File: src/rtl/axi_lite_master_bridge_pkg.sv
// Shared definitions for the MMU-facing request port and the AXI4-Lite response codes.
package axi_lite_master_bridge_pkg;

  localparam logic MEMREQ_READ  = 1'b0;
  localparam logic MEMREQ_WRITE = 1'b1;

  localparam logic [1:0] RESP_OKAY   = 2'b00;
  localparam logic [1:0] RESP_EXOKAY = 2'b01;
  localparam logic [1:0] RESP_SLVERR = 2'b10;
  localparam logic [1:0] RESP_DECERR = 2'b11;

  // SLVERR and DECERR both become an access fault at the core.
  function automatic logic resp_is_error(input logic [1:0] resp);
    return (resp == RESP_SLVERR) || (resp == RESP_DECERR);
  endfunction

endpackage

File: src/rtl/axi_lite_master_bridge_if.sv
// AXI4-Lite channel bundle between the bridge (master) and the memory system (slave).
interface axi_lite_master_bridge_if #(
  parameter int unsigned ADDR_WIDTH = 32,
  parameter int unsigned DATA_WIDTH = 32
);

  logic [ADDR_WIDTH-1:0]   m_axi_araddr;
  logic                    m_axi_arvalid;
  logic                    m_axi_arready;
  logic [2:0]              m_axi_arprot;

  logic [DATA_WIDTH-1:0]   m_axi_rdata;
  logic [1:0]              m_axi_rresp;
  logic                    m_axi_rvalid;
  logic                    m_axi_rready;

  logic [ADDR_WIDTH-1:0]   m_axi_awaddr;
  logic                    m_axi_awvalid;
  logic                    m_axi_awready;
  logic [2:0]              m_axi_awprot;

  logic [DATA_WIDTH-1:0]   m_axi_wdata;
  logic [DATA_WIDTH/8-1:0] m_axi_wstrb;
  logic                    m_axi_wvalid;
  logic                    m_axi_wready;

  logic [1:0]              m_axi_bresp;
  logic                    m_axi_bvalid;
  logic                    m_axi_bready;

  modport master (
    output m_axi_araddr, m_axi_arvalid, m_axi_arprot,
    input  m_axi_arready,
    input  m_axi_rdata, m_axi_rresp, m_axi_rvalid,
    output m_axi_rready,
    output m_axi_awaddr, m_axi_awvalid, m_axi_awprot,
    input  m_axi_awready,
    output m_axi_wdata, m_axi_wstrb, m_axi_wvalid,
    input  m_axi_wready,
    input  m_axi_bresp, m_axi_bvalid,
    output m_axi_bready
  );

  modport slave (
    input  m_axi_araddr, m_axi_arvalid, m_axi_arprot,
    output m_axi_arready,
    output m_axi_rdata, m_axi_rresp, m_axi_rvalid,
    input  m_axi_rready,
    input  m_axi_awaddr, m_axi_awvalid, m_axi_awprot,
    output m_axi_awready,
    input  m_axi_wdata, m_axi_wstrb, m_axi_wvalid,
    output m_axi_wready,
    output m_axi_bresp, m_axi_bvalid,
    input  m_axi_bready
  );

endinterface

File: src/rtl/axi_lite_master_bridge.sv
// Turns one MMU request pulse into exactly one AXI4-Lite read or write and
// reports completion, read data and bus error with a one-cycle response pulse.
module axi_lite_master_bridge
  import axi_lite_master_bridge_pkg::*;
#(
  parameter int unsigned ADDR_WIDTH = 32,
  parameter int unsigned DATA_WIDTH = 32
) (
  input  logic                    clk,
  input  logic                    rstn,

  input  logic                    request_enable,
  input  logic                    req_mode,
  input  logic [ADDR_WIDTH-1:0]   req_addr,
  input  logic [DATA_WIDTH-1:0]   req_wdata,
  input  logic [DATA_WIDTH/8-1:0] req_wstrb,

  output logic                    response_enable,
  output logic [DATA_WIDTH-1:0]   resp_data,
  output logic                    resp_error,
  output logic                    busy,

  axi_lite_master_bridge_if.master m_axi
);

  typedef enum logic [2:0] {
    ST_IDLE,
    ST_RD_ADDR,
    ST_RD_DATA,
    ST_WR_REQ,
    ST_WR_RESP,
    ST_RESPOND
  } state_e;

  state_e                  state_q, state_d;
  logic [ADDR_WIDTH-1:0]   addr_q, addr_d;
  logic [DATA_WIDTH-1:0]   wdata_q, wdata_d;
  logic [DATA_WIDTH/8-1:0] wstrb_q, wstrb_d;
  logic                    arvalid_q, arvalid_d;
  logic                    rready_q, rready_d;
  logic                    awvalid_q, awvalid_d;
  logic                    wvalid_q, wvalid_d;
  logic                    bready_q, bready_d;
  logic                    aw_done_q, aw_done_d;
  logic                    w_done_q, w_done_d;
  logic [DATA_WIDTH-1:0]   resp_data_q, resp_data_d;
  logic                    resp_error_q, resp_error_d;
  logic                    resp_en_q, resp_en_d;
  logic                    aw_hs, w_hs;

  always_comb begin
    state_d      = state_q;
    addr_d       = addr_q;
    wdata_d      = wdata_q;
    wstrb_d      = wstrb_q;
    arvalid_d    = arvalid_q;
    rready_d     = rready_q;
    awvalid_d    = awvalid_q;
    wvalid_d     = wvalid_q;
    bready_d     = bready_q;
    aw_done_d    = aw_done_q;
    w_done_d     = w_done_q;
    resp_data_d  = resp_data_q;
    resp_error_d = resp_error_q;
    resp_en_d    = 1'b0;
    aw_hs        = awvalid_q && m_axi.m_axi_awready;
    w_hs         = wvalid_q && m_axi.m_axi_wready;

    unique case (state_q)
      ST_IDLE: begin
        if (request_enable) begin
          addr_d  = req_addr;
          wdata_d = req_wdata;
          wstrb_d = req_wstrb;
          if (req_mode == MEMREQ_WRITE) begin
            awvalid_d = 1'b1;
            wvalid_d  = 1'b1;
            state_d   = ST_WR_REQ;
          end else begin
            arvalid_d = 1'b1;
            state_d   = ST_RD_ADDR;
          end
        end
      end

      ST_RD_ADDR: begin
        if (arvalid_q && m_axi.m_axi_arready) begin
          arvalid_d = 1'b0;
          rready_d  = 1'b1;
          state_d   = ST_RD_DATA;
        end
      end

      ST_RD_DATA: begin
        if (m_axi.m_axi_rvalid && rready_q) begin
          rready_d     = 1'b0;
          resp_data_d  = m_axi.m_axi_rdata;
          resp_error_d = resp_is_error(m_axi.m_axi_rresp);
          state_d      = ST_RESPOND;
        end
      end

      ST_WR_REQ: begin
        // AW and W complete independently; leave as soon as both are done,
        // including the cycle in which the last of them handshakes.
        if (aw_hs) awvalid_d = 1'b0;
        if (w_hs)  wvalid_d  = 1'b0;
        aw_done_d = aw_done_q || aw_hs;
        w_done_d  = w_done_q || w_hs;
        if (aw_done_d && w_done_d) begin
          aw_done_d = 1'b0;
          w_done_d  = 1'b0;
          bready_d  = 1'b1;
          state_d   = ST_WR_RESP;
        end
      end

      ST_WR_RESP: begin
        if (m_axi.m_axi_bvalid && bready_q) begin
          bready_d     = 1'b0;
          resp_data_d  = '0;
          resp_error_d = resp_is_error(m_axi.m_axi_bresp);
          state_d      = ST_RESPOND;
        end
      end

      ST_RESPOND: begin
        resp_en_d = 1'b1;
        state_d   = ST_IDLE;
      end

      default: state_d = ST_IDLE;
    endcase
  end

  always_ff @(posedge clk) begin
    if (!rstn) begin
      state_q      <= ST_IDLE;
      addr_q       <= '0;
      wdata_q      <= '0;
      wstrb_q      <= '0;
      arvalid_q    <= 1'b0;
      rready_q     <= 1'b0;
      awvalid_q    <= 1'b0;
      wvalid_q     <= 1'b0;
      bready_q     <= 1'b0;
      aw_done_q    <= 1'b0;
      w_done_q     <= 1'b0;
      resp_data_q  <= '0;
      resp_error_q <= 1'b0;
      resp_en_q    <= 1'b0;
    end else begin
      state_q      <= state_d;
      addr_q       <= addr_d;
      wdata_q      <= wdata_d;
      wstrb_q      <= wstrb_d;
      arvalid_q    <= arvalid_d;
      rready_q     <= rready_d;
      awvalid_q    <= awvalid_d;
      wvalid_q     <= wvalid_d;
      bready_q     <= bready_d;
      aw_done_q    <= aw_done_d;
      w_done_q     <= w_done_d;
      resp_data_q  <= resp_data_d;
      resp_error_q <= resp_error_d;
      resp_en_q    <= resp_en_d;
    end
  end

  assign response_enable = resp_en_q;
  assign resp_data       = resp_data_q;
  assign resp_error      = resp_error_q;
  assign busy            = (state_q != ST_IDLE);

  assign m_axi.m_axi_araddr  = addr_q;
  assign m_axi.m_axi_arvalid = arvalid_q;
  assign m_axi.m_axi_arprot  = '0;
  assign m_axi.m_axi_rready  = rready_q;
  assign m_axi.m_axi_awaddr  = addr_q;
  assign m_axi.m_axi_awvalid = awvalid_q;
  assign m_axi.m_axi_awprot  = '0;
  assign m_axi.m_axi_wdata   = wdata_q;
  assign m_axi.m_axi_wstrb   = wstrb_q;
  assign m_axi.m_axi_wvalid  = wvalid_q;
  assign m_axi.m_axi_bready  = bready_q;

endmodule

File: src/flat_wrapper.sv
// flat-port wrapper written by rule: the top's interface ports become plain ports
module axi_lite_master_bridge_flat import axi_lite_master_bridge_pkg::*;
#(
  parameter int unsigned ADDR_WIDTH = 32,
  parameter int unsigned DATA_WIDTH = 32
)
  (clk, rstn, request_enable, req_mode, req_addr, req_wdata, req_wstrb, response_enable, resp_data, resp_error, busy, m_axi_m_axi_araddr, m_axi_m_axi_arvalid, m_axi_m_axi_arprot, m_axi_m_axi_arready, m_axi_m_axi_rdata, m_axi_m_axi_rresp, m_axi_m_axi_rvalid, m_axi_m_axi_rready, m_axi_m_axi_awaddr, m_axi_m_axi_awvalid, m_axi_m_axi_awprot, m_axi_m_axi_awready, m_axi_m_axi_wdata, m_axi_m_axi_wstrb, m_axi_m_axi_wvalid, m_axi_m_axi_wready, m_axi_m_axi_bresp, m_axi_m_axi_bvalid, m_axi_m_axi_bready);
  axi_lite_master_bridge_if #(.ADDR_WIDTH(ADDR_WIDTH), .DATA_WIDTH(DATA_WIDTH)) m_axi_i ();
  input  logic clk;
  input  logic rstn;
  input  logic request_enable;
  input  logic req_mode;
  input  logic [ADDR_WIDTH-1:0] req_addr;
  input  logic [DATA_WIDTH-1:0] req_wdata;
  input  logic [DATA_WIDTH/8-1:0] req_wstrb;
  output logic response_enable;
  output logic [DATA_WIDTH-1:0] resp_data;
  output logic resp_error;
  output logic busy;
  output wire logic [$bits(m_axi_i.m_axi_araddr)-1:0] m_axi_m_axi_araddr;
  output wire logic [$bits(m_axi_i.m_axi_arvalid)-1:0] m_axi_m_axi_arvalid;
  output wire logic [$bits(m_axi_i.m_axi_arprot)-1:0] m_axi_m_axi_arprot;
  input wire logic [$bits(m_axi_i.m_axi_arready)-1:0] m_axi_m_axi_arready;
  input wire logic [$bits(m_axi_i.m_axi_rdata)-1:0] m_axi_m_axi_rdata;
  input wire logic [$bits(m_axi_i.m_axi_rresp)-1:0] m_axi_m_axi_rresp;
  input wire logic [$bits(m_axi_i.m_axi_rvalid)-1:0] m_axi_m_axi_rvalid;
  output wire logic [$bits(m_axi_i.m_axi_rready)-1:0] m_axi_m_axi_rready;
  output wire logic [$bits(m_axi_i.m_axi_awaddr)-1:0] m_axi_m_axi_awaddr;
  output wire logic [$bits(m_axi_i.m_axi_awvalid)-1:0] m_axi_m_axi_awvalid;
  output wire logic [$bits(m_axi_i.m_axi_awprot)-1:0] m_axi_m_axi_awprot;
  input wire logic [$bits(m_axi_i.m_axi_awready)-1:0] m_axi_m_axi_awready;
  output wire logic [$bits(m_axi_i.m_axi_wdata)-1:0] m_axi_m_axi_wdata;
  output wire logic [$bits(m_axi_i.m_axi_wstrb)-1:0] m_axi_m_axi_wstrb;
  output wire logic [$bits(m_axi_i.m_axi_wvalid)-1:0] m_axi_m_axi_wvalid;
  input wire logic [$bits(m_axi_i.m_axi_wready)-1:0] m_axi_m_axi_wready;
  input wire logic [$bits(m_axi_i.m_axi_bresp)-1:0] m_axi_m_axi_bresp;
  input wire logic [$bits(m_axi_i.m_axi_bvalid)-1:0] m_axi_m_axi_bvalid;
  output wire logic [$bits(m_axi_i.m_axi_bready)-1:0] m_axi_m_axi_bready;
  assign m_axi_m_axi_araddr = m_axi_i.m_axi_araddr;
  assign m_axi_m_axi_arvalid = m_axi_i.m_axi_arvalid;
  assign m_axi_m_axi_arprot = m_axi_i.m_axi_arprot;
  assign m_axi_i.m_axi_arready = m_axi_m_axi_arready;
  assign m_axi_i.m_axi_rdata = m_axi_m_axi_rdata;
  assign m_axi_i.m_axi_rresp = m_axi_m_axi_rresp;
  assign m_axi_i.m_axi_rvalid = m_axi_m_axi_rvalid;
  assign m_axi_m_axi_rready = m_axi_i.m_axi_rready;
  assign m_axi_m_axi_awaddr = m_axi_i.m_axi_awaddr;
  assign m_axi_m_axi_awvalid = m_axi_i.m_axi_awvalid;
  assign m_axi_m_axi_awprot = m_axi_i.m_axi_awprot;
  assign m_axi_i.m_axi_awready = m_axi_m_axi_awready;
  assign m_axi_m_axi_wdata = m_axi_i.m_axi_wdata;
  assign m_axi_m_axi_wstrb = m_axi_i.m_axi_wstrb;
  assign m_axi_m_axi_wvalid = m_axi_i.m_axi_wvalid;
  assign m_axi_i.m_axi_wready = m_axi_m_axi_wready;
  assign m_axi_i.m_axi_bresp = m_axi_m_axi_bresp;
  assign m_axi_i.m_axi_bvalid = m_axi_m_axi_bvalid;
  assign m_axi_m_axi_bready = m_axi_i.m_axi_bready;
  axi_lite_master_bridge #(.ADDR_WIDTH(ADDR_WIDTH), .DATA_WIDTH(DATA_WIDTH)) u_core (.clk(clk), .rstn(rstn), .request_enable(request_enable), .req_mode(req_mode), .req_addr(req_addr), .req_wdata(req_wdata), .req_wstrb(req_wstrb), .response_enable(response_enable), .resp_data(resp_data), .resp_error(resp_error), .busy(busy), .m_axi(m_axi_i));
endmodule
File: config.mk
export PLATFORM = sky130hd
export DESIGN_NAME = axi_lite_master_bridge_flat
export DESIGN_NICKNAME = d
export VERILOG_FILES = /design/src/rtl/axi_lite_master_bridge_pkg.sv /design/src/rtl/axi_lite_master_bridge_if.sv /design/src/rtl/axi_lite_master_bridge.sv /design/src/flat_wrapper.sv
export SDC_FILE = /design/constraint.sdc
export NUM_CORES = 1
export LEC_CHECK = 0
export BUFFER_PORTS_ARGS = -buffer_cell sky130_fd_sc_hd__buf_4
export CAP_MARGIN = 25
export CORE_MARGIN = 4
export CORE_UTILIZATION = 48
export DETAILED_ROUTE_END_ITERATION = 7
export MAX_ROUTING_LAYER = met4
export PLACE_DENSITY = 0.92
export SETUP_SLACK_MARGIN = 0.15
export SYNTH_ARGS = -nofsm -noshare
export SYNTH_HDL_FRONTEND = slang
export SYNTH_SLANG_ARGS = --single-unit
File: constraint.sdc
create_clock -name clk -period 2.27 [get_ports clk]
set_input_delay 0.227 -clock clk [delete_from_list [all_inputs] [get_ports clk]]
set_output_delay 0.227 -clock clk [all_outputs]
set_load 0.01 [all_outputs]
==> results.py <==
metrics = {
    "floorplan": {
        "ios": 259,
        "die_area_sq_um": 11600,
        "initial_core_util_pct": 49.0,
        "die_w_um": 108,
        "die_h_um": 108,
        "fp-row-count": 36,
        "coreArea_sq_um": 9730,
    },
    "placement": {
        "gp_congestion": 0.777,
        "io_buffers": 250,
        "dp_hpwl_um": 10300,
    },
    "power_and_ir_drop": {
        "ir_drop_mv": 0.397,
        "power.static_leakage_nw": 2.93,
        "power.total_mw": 6.08,
        "power_density_nw_per_um2": 918,
    },
    "clock_network": {
        "post_cts_buffers": 0,
        "clk_pin_slew_ns": 0.10,
        "clock_latency_ns": 0.35,
        "cts_tree": "built",
        "clock_sinks": 112,
        "clockBufferDepth": 2,
        "postCtsHoldBufs": 0,
        "cts_root_buffer": "clkbuf_8",
        "cts_resized": 0,
        "cts_buffers": 9,
        "htreeDepth": 3,
    },
    "sta": {
        "fin_worst_skew_ns": 0.00748,
        "slew_headroom_pct": 55.4,
        "worst_pin_slew_ns": 0.668,
        "fin_crit_sh_pct": 82.0,
        "rsz0062_at_grt": "false",
        "fin_setup_tns_ns": 0,
        "drv_slew": 0,
        "period_minus_slack_ns": 1.86,
        "timing.fmax_mhz": 537,
        "finalHoldViolCount": 0,
        "setup_viol": 0,
    },
    "global_route": {
        "grt_overflow": 0,
        "grt_max_degree": 74,
        "met3_usage_pct": 3.66,
        "grt_first_pass_wirelength_um": 20800,
        "gr-max-usage-layer": "met2",
        "antenna_found_initial": 0,
        "grt_use_total_pct": 22.6,
        "gr-usage-met1_pct": 25.5,
        "grt_pass1_vias": 4340,
        "grt.met2_usage_pct": 41.1,
    },
    "synthesis": {
        "synth.top_cells.by_area": "dfxtp_1 (47%), nand2_1 (12%), a21boi_0 (9.8%)",
        "ys_seq_area_share_pct": 47.0,
        "yosys_warnings": 0,
        "synthesis.area_sq_um": 4770,
        "ys_dominant_reg_cell": "dfxtp_1",
        "synth_top_area_cell": "dfxtp_1",
        "ys_seq_elements": 112,
        "syn_avg_cell_area_sq_um": 8.52,
        "synth_most_common_cell": "nand2_1",
        "synth_cells": 560,
        "synth_cell_types": 38,
        "async_flop_share_pct": 0,
        "synth_top_area_share_pct": 47.0,
        "synth-edff-count": 0,
        "synth_commonest_cells": "nand2_1 (153), dfxtp_1 (112), a21boi_0 (62)",
    },
    "critical_path": {
        "critPathArrivalTime_ns": 2.15,
        "critPathMaxStageDelay_ns": 0.60,
        "required_ns": 2.56,
        "crit_chain": "nor3b_2, nor2_2, buf_8, o21ai_0, a21boi_1",
        "path_delay_family": "simple AND/OR/NAND/NOR gates",
        "rrSetupSlack_ns": 0.41,
        "crit_path_max_fanout": 19,
        "start_kind": "flip-flop",
        "crit_type": "flip-flop to flip-flop",
        "crit_buf_inv": 1,
        "critPathSlowestCell": "dfxtp_1",
        "end_kind": "flip-flop",
    },
    "routing": {
        "vias": 4575,
        "via_per_inst": 5.15,
        "drtAntennaViolNets": 0,
        "wl_per_cell_um": 15.4,
        "drt_pass1_iterations": 5,
        "drt_wl_total_um": 13700,
        "remaining_drc_errors": 0,
        "drt_first_iter_violations": 223,
    },
    "layout": {
        "area_growth_pct": 38.9,
        "diodes": 0,
        "nNetsFinal": 864,
        "multi_input_area_sq_um": 2020,
        "fillers": 811,
        "layout-drive-gt1-share_pct": 37.3,
        "regArea_sq_um": 2240,
    },
    "outcome": {
        "status": "complete, no violations",
    },
    "worst_hold_path": {
        "hold_class": "input port to flip-flop",
    },
    "flow_run": {
        "cap_violations": 0,
    },
}
area by class of cell:
type	instances	area share (%)
Sequential cell	112	33.8
Multi-Input combinational cell	366	30.6
Timing Repair Buffer	260	29.8
Tap cell	133	2.51
Clock buffer	13	2.25
Clock inverter	3	0.982
Inverter	2	0.113
cell families (layout without fill, tap and decap cells):
logic type	Yosys count	after routing	synth area share, %
other	1	6	0.0786
DFF	112	112	47.0
muxes	2	2	0.420
and+or+nand+nor	208	208	19.7
buffers and inverters	87	278	11.0
AOI/OAI and AO/OA	150	150	21.8
per-layer routing:
metal / wire [um] / vias to the layer above
li1: - / 2223
met1: 5280 / 2142
met2: 7240 / 185
met3: 930 / 25
met4: 285 / 0
met5: 0 / -
worst min-delay path, stage by stage:
cell and delay, ns:
buf_4 0.11, nand2_1 0.04, a21boi_1 0.05
flip-flops by register name, indices dropped and copies added (netlist names):
| name | cells |
|---|---|
| u_core.m_axi.m_axi_araddr | 32 |
| u_core.m_axi.m_axi_wdata | 32 |
| u_core.resp_data | 32 |
| u_core.m_axi.m_axi_wstrb | 4 |
| u_core.state_q | 3 |
| u_core.aw_done_q | 1 |
| u_core.m_axi.m_axi_arvalid | 1 |
| u_core.m_axi.m_axi_awvalid | 1 |
| u_core.m_axi.m_axi_bready | 1 |
| u_core.m_axi.m_axi_rready | 1 |
| u_core.m_axi.m_axi_wvalid | 1 |
| u_core.resp_error | 1 |
| u_core.response_enable | 1 |
| u_core.w_done_q | 1 |
layout by cell type, fill, tap and decap left out, types with 6 or more instances in the layout:
cell and n:
buf_4 258, nand2_1 152, dfxtp_1 112, a21boi_0 62
a21boi_1 41, nand4_1 32, o21ai_0 26, clkbuf_8 10
o21ai_1 9, conb_1 6
path summary, 6_finish.rpt:
check                                                 from                                          to  depth (start not counted)
setup reg to reg            u_core.state_q[0]$_SDFFE_PN0P_           u_core.resp_data[20]$_SDFFE_PN0P_                          5
setup / recovery            u_core.state_q[0]$_SDFFE_PN0P_           u_core.resp_data[20]$_SDFFE_PN0P_                          5
hold / removal                                req_addr[28]  u_core.m_axi.m_axi_araddr[28]$_SDFFE_PN0P_                          3
hold reg to reg   u_core.m_axi.m_axi_wdata[6]$_SDFFE_PN0P_    u_core.m_axi.m_axi_wdata[6]$_SDFFE_PN0P_                          2
power breakdown:
part | leakage (nW) | total [mW] | switching (mW) | internal, mW
Combinational | 1.91 | 2.32 | 1.34 | 0.979
Clock | 0.108 | 1.28 | 0.629 | 0.654
Sequential | 0.913 | 2.48 | 0.232 | 2.25
Total | 2.93 | 6.08 | 2.20 | 3.88
through the flow:
stage	instance area [sq um]	hold slack (ns)	util [%]	instances	setup slack [ns]
floorplan	4790	0.362	-	565	0.776
global placement	6400	0.446	65.8	872	0.267
detailed placement	6410	0.453	65.9	873	0.424
CTS	6630	0.0900	68.1	889	0.403
global route	6630	0.106	68.1	889	0.244
finish	6630	0.104	68.1	889	0.409
No activity file was read; power rests on OpenSTA's default activity.
